--- config.mk ---
export PLATFORM = sky130hd
export DESIGN_NAME = ps2_key_rx
export DESIGN_NICKNAME = d
export VERILOG_FILES = /design/src/rtl/ps2_key_rx.sv
export SDC_FILE = /design/constraint.sdc
export NUM_CORES = 1
export LEC_CHECK = 0
export ABC_AREA = 0
export CORE_MARGIN = 2
export CORE_UTILIZATION = 59
export DETAILED_ROUTE_END_ITERATION = 16
export GPL_TIMING_DRIVEN = 0
export PLACE_DENSITY = 0.78
export SYNTH_ARGS = -nofsm -noshare
export SYNTH_HDL_FRONTEND = slang
export SYNTH_SLANG_ARGS = --single-unit
export TNS_END_PERCENT = 5
--- constraint.sdc ---
create_clock -name clk -period 4.25 [get_ports clk]
set_input_delay 0.6375 -clock clk [delete_from_list [all_inputs] [get_ports clk]]
set_output_delay 0.6375 -clock clk [all_outputs]
set_load 0.01 [all_outputs]
--- src/rtl/ps2_key_rx.sv ---
// ----------------------------------------------------------------------------
// ps2_key_rx
// PS/2 keyboard receiver for the scoreboard input path. Every flop is clocked
// by the system clock. The raw PS/2 lines are synchronised, and the clock line
// is deglitched. 11-bit frames are decoded with start, parity, stop and timeout
// checks. E0 and F0 prefixes become flags on the key event that follows them.
// Events are queued in a first-word fall-through FIFO with a valid/ready
// output.
//
// Ports
//   clk         system clock, rising edge
//   reset       asynchronous, active-low reset
//   ps2k_clk    raw PS/2 clock (asynchronous)
//   ps2k_data   raw PS/2 data (asynchronous)
//   evt_ready   consumer accepts the head event
//   ovf_clr     single-cycle clear of the overflow flag
//   evt_valid   FIFO non-empty
//   evt_code    head scan code (0 when empty)
//   evt_break   head event is a release (0 when empty)
//   evt_ext     head event is extended (0 when empty)
//   fifo_count  number of entries held
//   overflow    sticky: an event was dropped on a full FIFO
//   frame_err   one-cycle pulse per rejected frame
//   err_count   saturating count of rejected frames
// ----------------------------------------------------------------------------
module ps2_key_rx #(
   parameter int FILTER_LEN  = 4,
   parameter int TIMEOUT_CYC = 5000,
   parameter int FIFO_DEPTH  = 8,
   parameter int ERR_W       = 8
) (
   input  logic                               clk,
   input  logic                               reset,
   input  logic                               ps2k_clk,
   input  logic                               ps2k_data,
   input  logic                               evt_ready,
   input  logic                               ovf_clr,
   output logic                               evt_valid,
   output logic [7:0]                         evt_code,
   output logic                               evt_break,
   output logic                               evt_ext,
   output logic [$clog2(FIFO_DEPTH+1)-1:0]    fifo_count,
   output logic                               overflow,
   output logic                               frame_err,
   output logic [ERR_W-1:0]                   err_count
);

   localparam int FCW = (FILTER_LEN > 1) ? $clog2(FILTER_LEN) : 1;
   localparam int TCW = $clog2(TIMEOUT_CYC + 1);
   localparam int AW  = (FIFO_DEPTH > 1) ? $clog2(FIFO_DEPTH) : 1;
   localparam int CW  = $clog2(FIFO_DEPTH + 1);

   localparam logic [FCW-1:0]   FLT_LAST = FCW'(FILTER_LEN - 1);
   localparam logic [FCW-1:0]   FLT_ONE  = FCW'(1);
   localparam logic [TCW-1:0]   TMO_LAST = TCW'(TIMEOUT_CYC);
   localparam logic [TCW-1:0]   TMO_ONE  = TCW'(1);
   localparam logic [AW-1:0]    PTR_ONE  = AW'(1);
   localparam logic [CW-1:0]    CNT_ONE  = CW'(1);
   localparam logic [CW-1:0]    CNT_FULL = CW'(FIFO_DEPTH);
   localparam logic [ERR_W-1:0] ERR_MAX  = {ERR_W{1'b1}};
   localparam logic [ERR_W-1:0] ERR_ONE  = ERR_W'(1);

   typedef enum logic [1:0] {
      ST_IDLE   = 2'd0,
      ST_DATA   = 2'd1,
      ST_PARITY = 2'd2,
      ST_STOP   = 2'd3
   } state_t;

   // Data byte plus parity bit must carry an odd number of ones.
   function automatic logic odd_ones(input logic [8:0] v);
      return ^v;
   endfunction

   // ---------------- synchronisers and clock filter ----------------
   logic           clk_meta_q, clk_meta_d, clk_sync_q, clk_sync_d;
   logic           dat_meta_q, dat_meta_d, dat_sync_q, dat_sync_d;
   logic           flt_lvl_q, flt_lvl_d;
   logic [FCW-1:0] flt_cnt_q, flt_cnt_d;
   logic           strobe_s;

   // Synchroniser shift and glitch filter. The level flips only after it has
   // disagreed for FILTER_LEN consecutive samples. A flip to low is a strobe.
   always_comb begin
      clk_meta_d = ps2k_clk;
      clk_sync_d = clk_meta_q;
      dat_meta_d = ps2k_data;
      dat_sync_d = dat_meta_q;
      flt_lvl_d  = flt_lvl_q;
      flt_cnt_d  = flt_cnt_q;
      strobe_s   = 1'b0;
      if (clk_sync_q == flt_lvl_q) begin
         flt_cnt_d = {FCW{1'b0}};
      end else if (flt_cnt_q == FLT_LAST) begin
         flt_lvl_d = clk_sync_q;
         flt_cnt_d = {FCW{1'b0}};
         strobe_s  = ~clk_sync_q;
      end else begin
         flt_cnt_d = flt_cnt_q + FLT_ONE;
      end
   end

   // Input conditioning registers. The idle bus is high.
   always_ff @(posedge clk or negedge reset) begin
      if (!reset) begin
         clk_meta_q <= 1'b1;
         clk_sync_q <= 1'b1;
         dat_meta_q <= 1'b1;
         dat_sync_q <= 1'b1;
         flt_lvl_q  <= 1'b1;
         flt_cnt_q  <= {FCW{1'b0}};
      end else begin
         clk_meta_q <= clk_meta_d;
         clk_sync_q <= clk_sync_d;
         dat_meta_q <= dat_meta_d;
         dat_sync_q <= dat_sync_d;
         flt_lvl_q  <= flt_lvl_d;
         flt_cnt_q  <= flt_cnt_d;
      end
   end

   // ---------------- frame FSM ----------------
   state_t         state_q, state_d;
   logic [2:0]     bit_idx_q, bit_idx_d;
   logic [7:0]     shift_q, shift_d;
   logic           par_ok_q, par_ok_d;
   logic [TCW-1:0] tmo_q, tmo_d;
   logic           byte_ok_s, reject_s;

   // Next-state logic for the frame. A fresh strobe outranks a timeout that
   // expires in the same cycle.
   always_comb begin
      state_d   = state_q;
      bit_idx_d = bit_idx_q;
      shift_d   = shift_q;
      par_ok_d  = par_ok_q;
      tmo_d     = tmo_q;
      byte_ok_s = 1'b0;
      reject_s  = 1'b0;
      if (state_q == ST_IDLE) begin
         tmo_d = {TCW{1'b0}};
         if (strobe_s && !dat_sync_q) begin
            state_d   = ST_DATA;
            bit_idx_d = 3'd0;
         end else begin
            state_d = ST_IDLE;
         end
      end else if (strobe_s) begin
         tmo_d = {TCW{1'b0}};
         case (state_q)
            ST_DATA: begin
               shift_d   = {dat_sync_q, shift_q[7:1]};
               bit_idx_d = bit_idx_q + 3'd1;
               if (bit_idx_q == 3'd7) begin
                  state_d = ST_PARITY;
               end else begin
                  state_d = ST_DATA;
               end
            end
            ST_PARITY: begin
               par_ok_d = odd_ones({shift_q, dat_sync_q});
               state_d  = ST_STOP;
            end
            ST_STOP: begin
               state_d = ST_IDLE;
               if (dat_sync_q && par_ok_q) begin
                  byte_ok_s = 1'b1;
               end else begin
                  reject_s = 1'b1;
               end
            end
            default: begin
               state_d = ST_IDLE;
            end
         endcase
      end else if (tmo_q == TMO_LAST) begin
         state_d  = ST_IDLE;
         tmo_d    = {TCW{1'b0}};
         reject_s = 1'b1;
      end else begin
         tmo_d = tmo_q + TMO_ONE;
      end
   end

   // Frame FSM state register.
   always_ff @(posedge clk or negedge reset) begin
      if (!reset) begin
         state_q   <= ST_IDLE;
         bit_idx_q <= 3'd0;
         shift_q   <= 8'h00;
         par_ok_q  <= 1'b0;
         tmo_q     <= {TCW{1'b0}};
      end else begin
         state_q   <= state_d;
         bit_idx_q <= bit_idx_d;
         shift_q   <= shift_d;
         par_ok_q  <= par_ok_d;
         tmo_q     <= tmo_d;
      end
   end

   // ---------------- prefix decoder and error accounting ----------------
   logic             ext_pend_q, ext_pend_d, brk_pend_q, brk_pend_d;
   logic             push_q, push_d;
   logic [9:0]       word_q, word_d;      // {break, ext, code}
   logic             frame_err_q, frame_err_d;
   logic [ERR_W-1:0] err_cnt_q, err_cnt_d;

   // Fold E0/F0 into pending flags. Any other good byte becomes an event.
   always_comb begin
      ext_pend_d  = ext_pend_q;
      brk_pend_d  = brk_pend_q;
      push_d      = 1'b0;
      word_d      = word_q;
      frame_err_d = 1'b0;
      err_cnt_d   = err_cnt_q;
      if (reject_s) begin
         ext_pend_d  = 1'b0;
         brk_pend_d  = 1'b0;
         frame_err_d = 1'b1;
         if (err_cnt_q != ERR_MAX) begin
            err_cnt_d = err_cnt_q + ERR_ONE;
         end else begin
            err_cnt_d = err_cnt_q;
         end
      end else if (byte_ok_s) begin
         if (shift_q == 8'hE0) begin
            ext_pend_d = 1'b1;
         end else if (shift_q == 8'hF0) begin
            brk_pend_d = 1'b1;
         end else begin
            push_d     = 1'b1;
            word_d     = {brk_pend_q, ext_pend_q, shift_q};
            ext_pend_d = 1'b0;
            brk_pend_d = 1'b0;
         end
      end else begin
         push_d = 1'b0;
      end
   end

   // Decoder registers.
   always_ff @(posedge clk or negedge reset) begin
      if (!reset) begin
         ext_pend_q  <= 1'b0;
         brk_pend_q  <= 1'b0;
         push_q      <= 1'b0;
         word_q      <= 10'd0;
         frame_err_q <= 1'b0;
         err_cnt_q   <= {ERR_W{1'b0}};
      end else begin
         ext_pend_q  <= ext_pend_d;
         brk_pend_q  <= brk_pend_d;
         push_q      <= push_d;
         word_q      <= word_d;
         frame_err_q <= frame_err_d;
         err_cnt_q   <= err_cnt_d;
      end
   end

   // ---------------- event FIFO ----------------
   logic [9:0]    mem_q [FIFO_DEPTH];
   logic [9:0]    mem_d [FIFO_DEPTH];
   logic [AW-1:0] wr_ptr_q, wr_ptr_d, rd_ptr_q, rd_ptr_d;
   logic [CW-1:0] cnt_q, cnt_d;
   logic          ovf_q, ovf_d;
   logic          valid_q, valid_d;
   logic [9:0]    head_q, head_d;
   logic          pop_s, full_s, wr_en_s, drop_s;

   // FIFO control. A pop on a full FIFO frees the slot for a simultaneous
   // push. The head registers show the entry that will be at the read
   // pointer next cycle, including a word being written into that slot.
   always_comb begin
      mem_d    = mem_q;
      pop_s    = (cnt_q != {CW{1'b0}}) && evt_ready;
      full_s   = (cnt_q == CNT_FULL);
      wr_en_s  = push_q && (!full_s || pop_s);
      drop_s   = push_q && full_s && !pop_s;
      wr_ptr_d = wr_ptr_q;
      rd_ptr_d = rd_ptr_q;
      if (wr_en_s) begin
         mem_d[wr_ptr_q] = word_q;
         wr_ptr_d        = wr_ptr_q + PTR_ONE;
      end else begin
         wr_ptr_d = wr_ptr_q;
      end
      if (pop_s) begin
         rd_ptr_d = rd_ptr_q + PTR_ONE;
      end else begin
         rd_ptr_d = rd_ptr_q;
      end
      case ({wr_en_s, pop_s})
         2'b10:   cnt_d = cnt_q + CNT_ONE;
         2'b01:   cnt_d = cnt_q - CNT_ONE;
         default: cnt_d = cnt_q;
      endcase
      if (drop_s) begin
         ovf_d = 1'b1;
      end else if (ovf_clr) begin
         ovf_d = 1'b0;
      end else begin
         ovf_d = ovf_q;
      end
      valid_d = (cnt_d != {CW{1'b0}});
      if (!valid_d) begin
         head_d = 10'd0;
      end else if (wr_en_s && (wr_ptr_q == rd_ptr_d)) begin
         head_d = word_q;
      end else begin
         head_d = mem_q[rd_ptr_d];
      end
   end

   // FIFO storage, pointers and registered head.
   always_ff @(posedge clk or negedge reset) begin
      if (!reset) begin
         for (int i = 0; i < FIFO_DEPTH; i++) begin
            mem_q[i] <= 10'd0;
         end
         wr_ptr_q <= {AW{1'b0}};
         rd_ptr_q <= {AW{1'b0}};
         cnt_q    <= {CW{1'b0}};
         ovf_q    <= 1'b0;
         valid_q  <= 1'b0;
         head_q   <= 10'd0;
      end else begin
         mem_q    <= mem_d;
         wr_ptr_q <= wr_ptr_d;
         rd_ptr_q <= rd_ptr_d;
         cnt_q    <= cnt_d;
         ovf_q    <= ovf_d;
         valid_q  <= valid_d;
         head_q   <= head_d;
      end
   end

   assign evt_valid  = valid_q;
   assign evt_code   = head_q[7:0];
   assign evt_ext    = head_q[8];
   assign evt_break  = head_q[9];
   assign fifo_count = cnt_q;
   assign overflow   = ovf_q;
   assign frame_err  = frame_err_q;
   assign err_count  = err_cnt_q;

endmodule

**Word-level counts from Yosys, hierarchy flattened**

Index checks and enable logic that the tools add are counted.

- RAM bits: 0
- Input port bits: 6
- ROM bits: 0
- Memories: 0
- Output and inout bits: 25
- Flip-flop bits (word level): 158
- Logic and storage cells: 147
- Latch bits: 0

- Shift operators: 0
- $mul: 0
- Div/mod/pow operators: 0
- Mux-type cells: 51
- Reduce and logical (&&, ||, !) cells: 29
- Bitwise logic cells: 8
- Eq/ne operators: 17
- Add/sub/neg operators: 8
- Order comparisons: 3

Operators by type and width:

| cell | number |
|---|---|
| $bwmux 80 | 1 |
| $mux 10 | 5 |
| $mux 13 | 3 |
| $bmux 10 s3 | 1 |
| $demux 10 s3 | 1 |
| $mux 1 | 27 |
| $eq 8x8->1 const B | 2 |
| $mux 3 | 5 |
| $add 13x1->13 const B | 1 |
| $eq 13x13->1 const B | 1 |
| $mux 2 | 6 |
| $add 3x1->3 const B | 3 |
| $reduce_and 3->1 | 3 |
| $reduce_xor 9->1 | 1 |
| $add 8x1->8 const B | 1 |
| $eq 2x2->1 const B | 4 |
| $ge 4x4->1 const B | 2 |
| $logic_and 1x1->1 | 8 |
| $ne 8x8->1 const B | 1 |
| $not 3->4 | 2 |
| $pmux 4 s2 | 1 |
| $reduce_and 2->1 | 4 |
| $reduce_bool 2->1 | 4 |
| $reduce_bool 4->1 | 2 |
| 19 further kinds | 27 |

**Depth between registers and ports, before layout**

- Depth after elaboration: 9
- Mapped depth: 12
- Mapped depth without buffers: 10

**Worst setup path before layout**

Ideal clock, no wire load.

- Path type: flip-flop to flip-flop
- From: register cnt_q[3] (netlist: fifo_count[3])
- To: register head_q[0]
- Cell stages (with the launch flop): 12
- Arrival time: 2791 ps
- Required time: 4128 ps
- Path buffers: 2
- Setup time: 122 ps
- Period minus slack after synthesis: 2913 ps
- Setup slack: 1337 ps
- Cells stage by stage: dfrtp_1 buf_6 o41ai_4 nor2_1 xor2_1 ha_1 nor3b_1 a221oi_2 a211oi_1 and2b_1 buf_4 a32o_1

- Elaborated cells on any way between the ends: 21
- Those cells by class: add/sub: 2; eq/ne: 4; mux: 7; bitwise: 1; reduce/logical: 7

RTL lines:

| element | RTL line | RTL |
|---|---|---|
| from (decl) | 265 | `logic [CW-1:0] cnt_q, cnt_d;` |
| from (signal assigned) | 323 | `cnt_q <= {CW{1'b0}};` |
| from (signal assigned) | 331 | `cnt_q <= cnt_d;` |
| $eq 4x4->1 / $reduce_bool 4->1 (equally long branches) | 277, 276 |  |
| $logic_not 1->1 / $logic_and 1x1->1 (equally long branches) | 278, 276 |  |
| $logic_or 1x1->1 | 278 | `wr_en_s = push_q && (!full_s \|\| pop_s);` |
| $logic_and 1x1->1 | 278 |  |
| $eq 2x1->1 / $eq 2x2->1 (equally long branches) | 293 | `case ({wr_en_s, pop_s})` |
| $pmux 4 s2 (*) | 293 |  |
| via cnt_d[2] | 265 |  |
| $reduce_bool 4->1 (*) | 305 | `valid_d = (cnt_d != {CW{1'b0}});` |
| $mux 10 (*) | 306 | `if (!valid_d) begin` |
| via head_d[0] | 268 | `logic [9:0] head_q, head_d;` |
| to (signal assigned) | 326 | `head_q <= 10'd0;` |
| to (signal assigned) | 334 | `head_q <= head_d;` |
| to (decl) | 268 |  |

Mark *: on every way through the listed nets, which the timed path passes. The rest lies on a longest branch. The select of a mux whose other input is x is not followed.
A chain may end at the register's enable or synchronous reset.

**Worst setup path after layout**

- From: input evt_ready
- To: register head_q[7]

- Elaborated cells on any way between the ends: 16
- Those cells by class: eq/ne: 3; mux: 7; bitwise: 1; reduce/logical: 5

RTL lines:

| element | RTL line | RTL |
|---|---|---|
| from (decl) | 36 | `input logic evt_ready,` |
| $logic_and 1x1->1 (*) | 276 | `pop_s = (cnt_q != {CW{1'b0}}) && evt_ready;` |
| $logic_or 1x1->1 | 278 |  |
| $logic_and 1x1->1 | 278 |  |
| $eq 2x1->1 / $eq 2x2->1 (equally long branches) | 293 |  |
| $pmux 4 s2 (*) | 293 |  |
| via cnt_d[2] | 265 |  |
| $reduce_bool 4->1 (*) | 305 |  |
| $mux 10 (*) | 306 |  |
| via head_d[7] | 268 |  |

Marked as above.

==> results.py <==
metrics = {
    "clock_tree": {
        "cts_setup_buffers": 0,
        "clock_sinks": 158,
        "cts_max_level": 4,
        "tritoncts": "done",
        "clkTransAtPathRegs_ps": 60,
        "numCtsBuffers": 17,
        "cts_root_buffer": "clkbuf_16",
        "cts_buffer_depth": 2,
        "clock_latency_ps": 420,
        "cts_resized": 0,
        "cts_hold_buf": 0,
    },
    "timing": {
        "setup_viol": 0,
        "rsz0062_at_grt": "no",
        "hold_ws_ps": 168,
        "fmax_ghz": 0.280,
        "worst_slew_pin_slew_ps": 906,
        "worst_slack_ps": 675,
        "period_share_pct": 84.1,
        "slew_headroom_pct": 39.3,
        "fin_crit_ps": 3570,
        "hold_viol_final": 0,
        "slew_violations": 0,
        "finClkSkew_ps": 8.33,
    },
    "yosys": {
        "synth-edff-count": 0,
        "yosys_register_bits": 158,
        "synth.distinct_cells": 60,
        "synth_fp_nets": 717,
        "synth_top_flop_cell": "dfrtp_1",
        "synthCells": 698,
        "synth_warnings": 0,
        "async_flop_share_pct": 100,
        "yosysSeqAreaShare_pct": 49.7,
        "avgSynthCellArea_um2": 11.4,
        "synth_area_um2": 7970,
    },
    "worst_setup_path": {
        "path_class": "input pin to register",
        "rr_worst_depth": 11,
        "crit_path_start": "evt_ready",
        "rr_startpoint": "fifo_count[3]",
        "cp.depth": 12,
        "endpoint": "head_q[7]",
        "cp-start-kind": "input pin",
        "cp.buffers_inverters": 2,
        "path_delay_family": "simple AND/OR/NAND/NOR gates",
        "max_stage_delay_ps": 600,
        "r2r_setup_slack_ps": 740,
        "cp_slowest_cell": "nor2_1",
        "required_ps": 4600,
        "crit_chain": "clkdlybuf4s50_1 > buf_2 > o41ai_4 > nor2_1 > xor2_1 > ha_1 > nor3_1 > a21oi_1 > a221oi_2 > a211oi_1 > nor2_1 > a32o_1",
        "crit_arrival_ps": 3930,
        "end_kind": "register",
        "crit_path_frequent_cell": "nor2_1",
        "path_max_fanout": 10,
        "rr_endpoint": "head_q[7]",
    },
    "pwr": {
        "power.internal_w": 0.00254,
        "power.leakage_nw": 4.11,
        "p_seq_share_pct": 48.3,
        "swShare_pct": 20.6,
        "combPwrFrac_pct": 3.4,
        "cellPowerDensity_nw_per_um2": 351,
        "clkPwrFrac_pct": 48.3,
        "p_switching_w": 0.000659,
        "peakVddDrop_mv": 0.280,
        "total_power_w": 0.00320,
    },
    "grt": {
        "grt_pass1_vias": 6021,
        "grt_usage_pct": 27.7,
        "grt_start_max_net_pins": 106,
        "grt-ovfl-total": 0,
        "grt_pass1_wl_mm": 31.2,
        "antenna_found_initial": 0,
    },
    "detailed_routing": {
        "vias": 6115,
        "drt_first_iter_violations": 794,
        "wirelength_mm": 19.1,
        "wl_per_cell_um": 20.4,
        "drc": 0,
        "routed_via_density": 6.55,
        "first_pass_iters": 5,
        "ant_nets": 0,
    },
    "die": {
        "die-area_um2": 14500,
        "die_h_um": 120,
        "die_w_um": 120,
        "num_rows": 42,
        "start_util_pct": 60.2,
        "io_pins": 31,
        "core-area_um2": 13200,
    },
    "min_path": {
        "min_path_type": "input pin to asynchronous set/reset pin",
    },
    "placement": {
        "dp_hpwl_mm": 12.5,
        "gp_congestion": 0.913,
        "portBuffers": 30,
        "dpl_worst_slack_ps": 365,
    },
    "final_layout": {
        "nNetsFinal": 767,
        "antenna_cells": 0,
        "drive_gt1_share_pct": 22.3,
        "area_growth_pct": 14.4,
    },
    "run_status": {
        "status": "complete, no violations",
    },
    "flow_run": {
        "drv_cap": 0,
    },
}
## routing by layer
layer / GRT usage (%) / share of wire, % / vias up
li1: - / - / 2693
met2: 44.4 / 49 / 320
met5: 0 / 0 / -
met3: 7.17 / 8.4 / 42
met4: 10.1 / 2.1 / 0
met1: 36.7 / 41 / 3060
## synth_stat cells, drive strengths merged, types with 5 or more instances
cell type | number | area, µm²
inv | 12 | 45.0
a221oi | 39 | 360
nand4 | 5 | 31.3
a21oi | 45 | 225
clkbuf | 26 | 98.8
nand3 | 9 | 45.0
dfrtp | 153 | 3830
nand2 | 38 | 143
or3 | 23 | 144
buf | 31 | 180
ha | 13 | 163
o21ai | 16 | 80.1
dfstp | 5 | 131
xor2 | 14 | 123
a32o | 9 | 90.1
a22oi | 36 | 270
a31oi | 5 | 31.3
nor3 | 8 | 45.0
nor2 | 29 | 114
mux2 | 103 | 1160
xnor2 | 22 | 193
nor2b | 6 | 37.5
## state kept, by name (all words and copies together) (netlist names), 2 cells and up
name        count
tmo_q          13
state_q         2
shift_q         8
bit_idx_q       3
mem_q          80
fifo_count      4
head_q         10
err_count       8
wr_ptr_q        3
flt_cnt_q       2
rd_ptr_q        3
word_q         10
## layout make-up
class	instances	area (µm²)
inverters	12	45.0
multi-input cells	471	3690
clock buffers	23	488
well taps	176	220
flip-flops and latches	158	3960
clock inverters	6	109
plain buffers	57	279
fillers	961	4130
repair buffers	31	329
## how the worst min path moves through the flow
| stage | start | end | slack, ps | cells past startpoint |
|---|---|---|---|---|
| detailed placement | clk_meta_q | clk_sync_q | 350 | 0 |
| global route | reset | fifo_count[3] | 190 | 1 |
| floorplan | reset | bit_idx_q[0] | 340 | 0 |
| finish | reset | fifo_count[3] | 170 | 1 |
| global placement | dat_meta_q | dat_sync_q | 350 | 0 |
| CTS | reset | evt_valid | 180 | 1 |
## cell families (layout without fill, tap and decap cells)
group | after synthesis | in the layout | synth area share [%]
adders and majority gates | 13 | 13 | 2.04
DFF | 158 | 158 | 49.7
and+or+nand+nor | 147 | 147 | 9.78
muxes | 107 | 107 | 15.1
AOI/OAI and AO/OA | 168 | 168 | 15.4
xor gates and xnor gates | 36 | 36 | 3.96
buffers and inverters | 69 | 129 | 4.07
## layout by cell type (no fill, tap or decap), types with 5 or more instances in the layout
cell             count
a21oi_1             45
a221oi_1            36
a22oi_1             36
a31oi_1              5
a32o_1               9
buf_1               10
buf_2               15
buf_6                5
clkbuf_1            27
clkbuf_16           17
clkdlybuf4s50_1     29
dfrtp_1            153
dfstp_2              5
ha_1                13
inv_1               12
mux2_2             103
nand2_1             38
nand3_1              9
nand4_1              5
nor2_1              27
nor2b_1              6
nor3_1               7
o21ai_0             15
or3_1               23
xnor2_1             22
xor2_1              14
## worst reg2reg max path, delay by kind of cell (launching register included)
| family | cells | cell delay, ps |
|---|---|---|
| compound gates | 5 | 1480 |
| xor+xnor | 1 | 190 |
| fa+ha+maj | 1 | 240 |
| buf+inv | 1 | 150 |
| flops | 1 | 390 |
| simple gates | 3 | 1000 |
## metrics by stage
step | util, % | instances | TNS (ps) | area [µm²]
global route | 68.8 | 934 | 0 | 9120
CTS | 68.8 | 934 | 0 | 9120
floorplan | - | 698 | 0 | 7970
finish | 68.8 | 934 | 0 | 9120
detailed placement | 64.3 | 905 | 0 | 8520
global placement | 64.1 | 904 | -525450 | 8490
## power by group through the flow
stage / Combinational, W / Clock [W] / Sequential, W
4_1_cts: 0.000112 / 0.00156 / 0.00155
3_3_place_gp: 0.0000997 / 0 / 0.00157
3_5_place_dp: 0.000111 / 0 / 0.00157
5_1_grt: 0.000130 / 0.00163 / 0.00155
2_1_floorplan: 0.0000584 / 0 / 0.00157
6_report: 0.000110 / 0.00155 / 0.00155
Note: power is estimated with default switching activity, not from simulation.
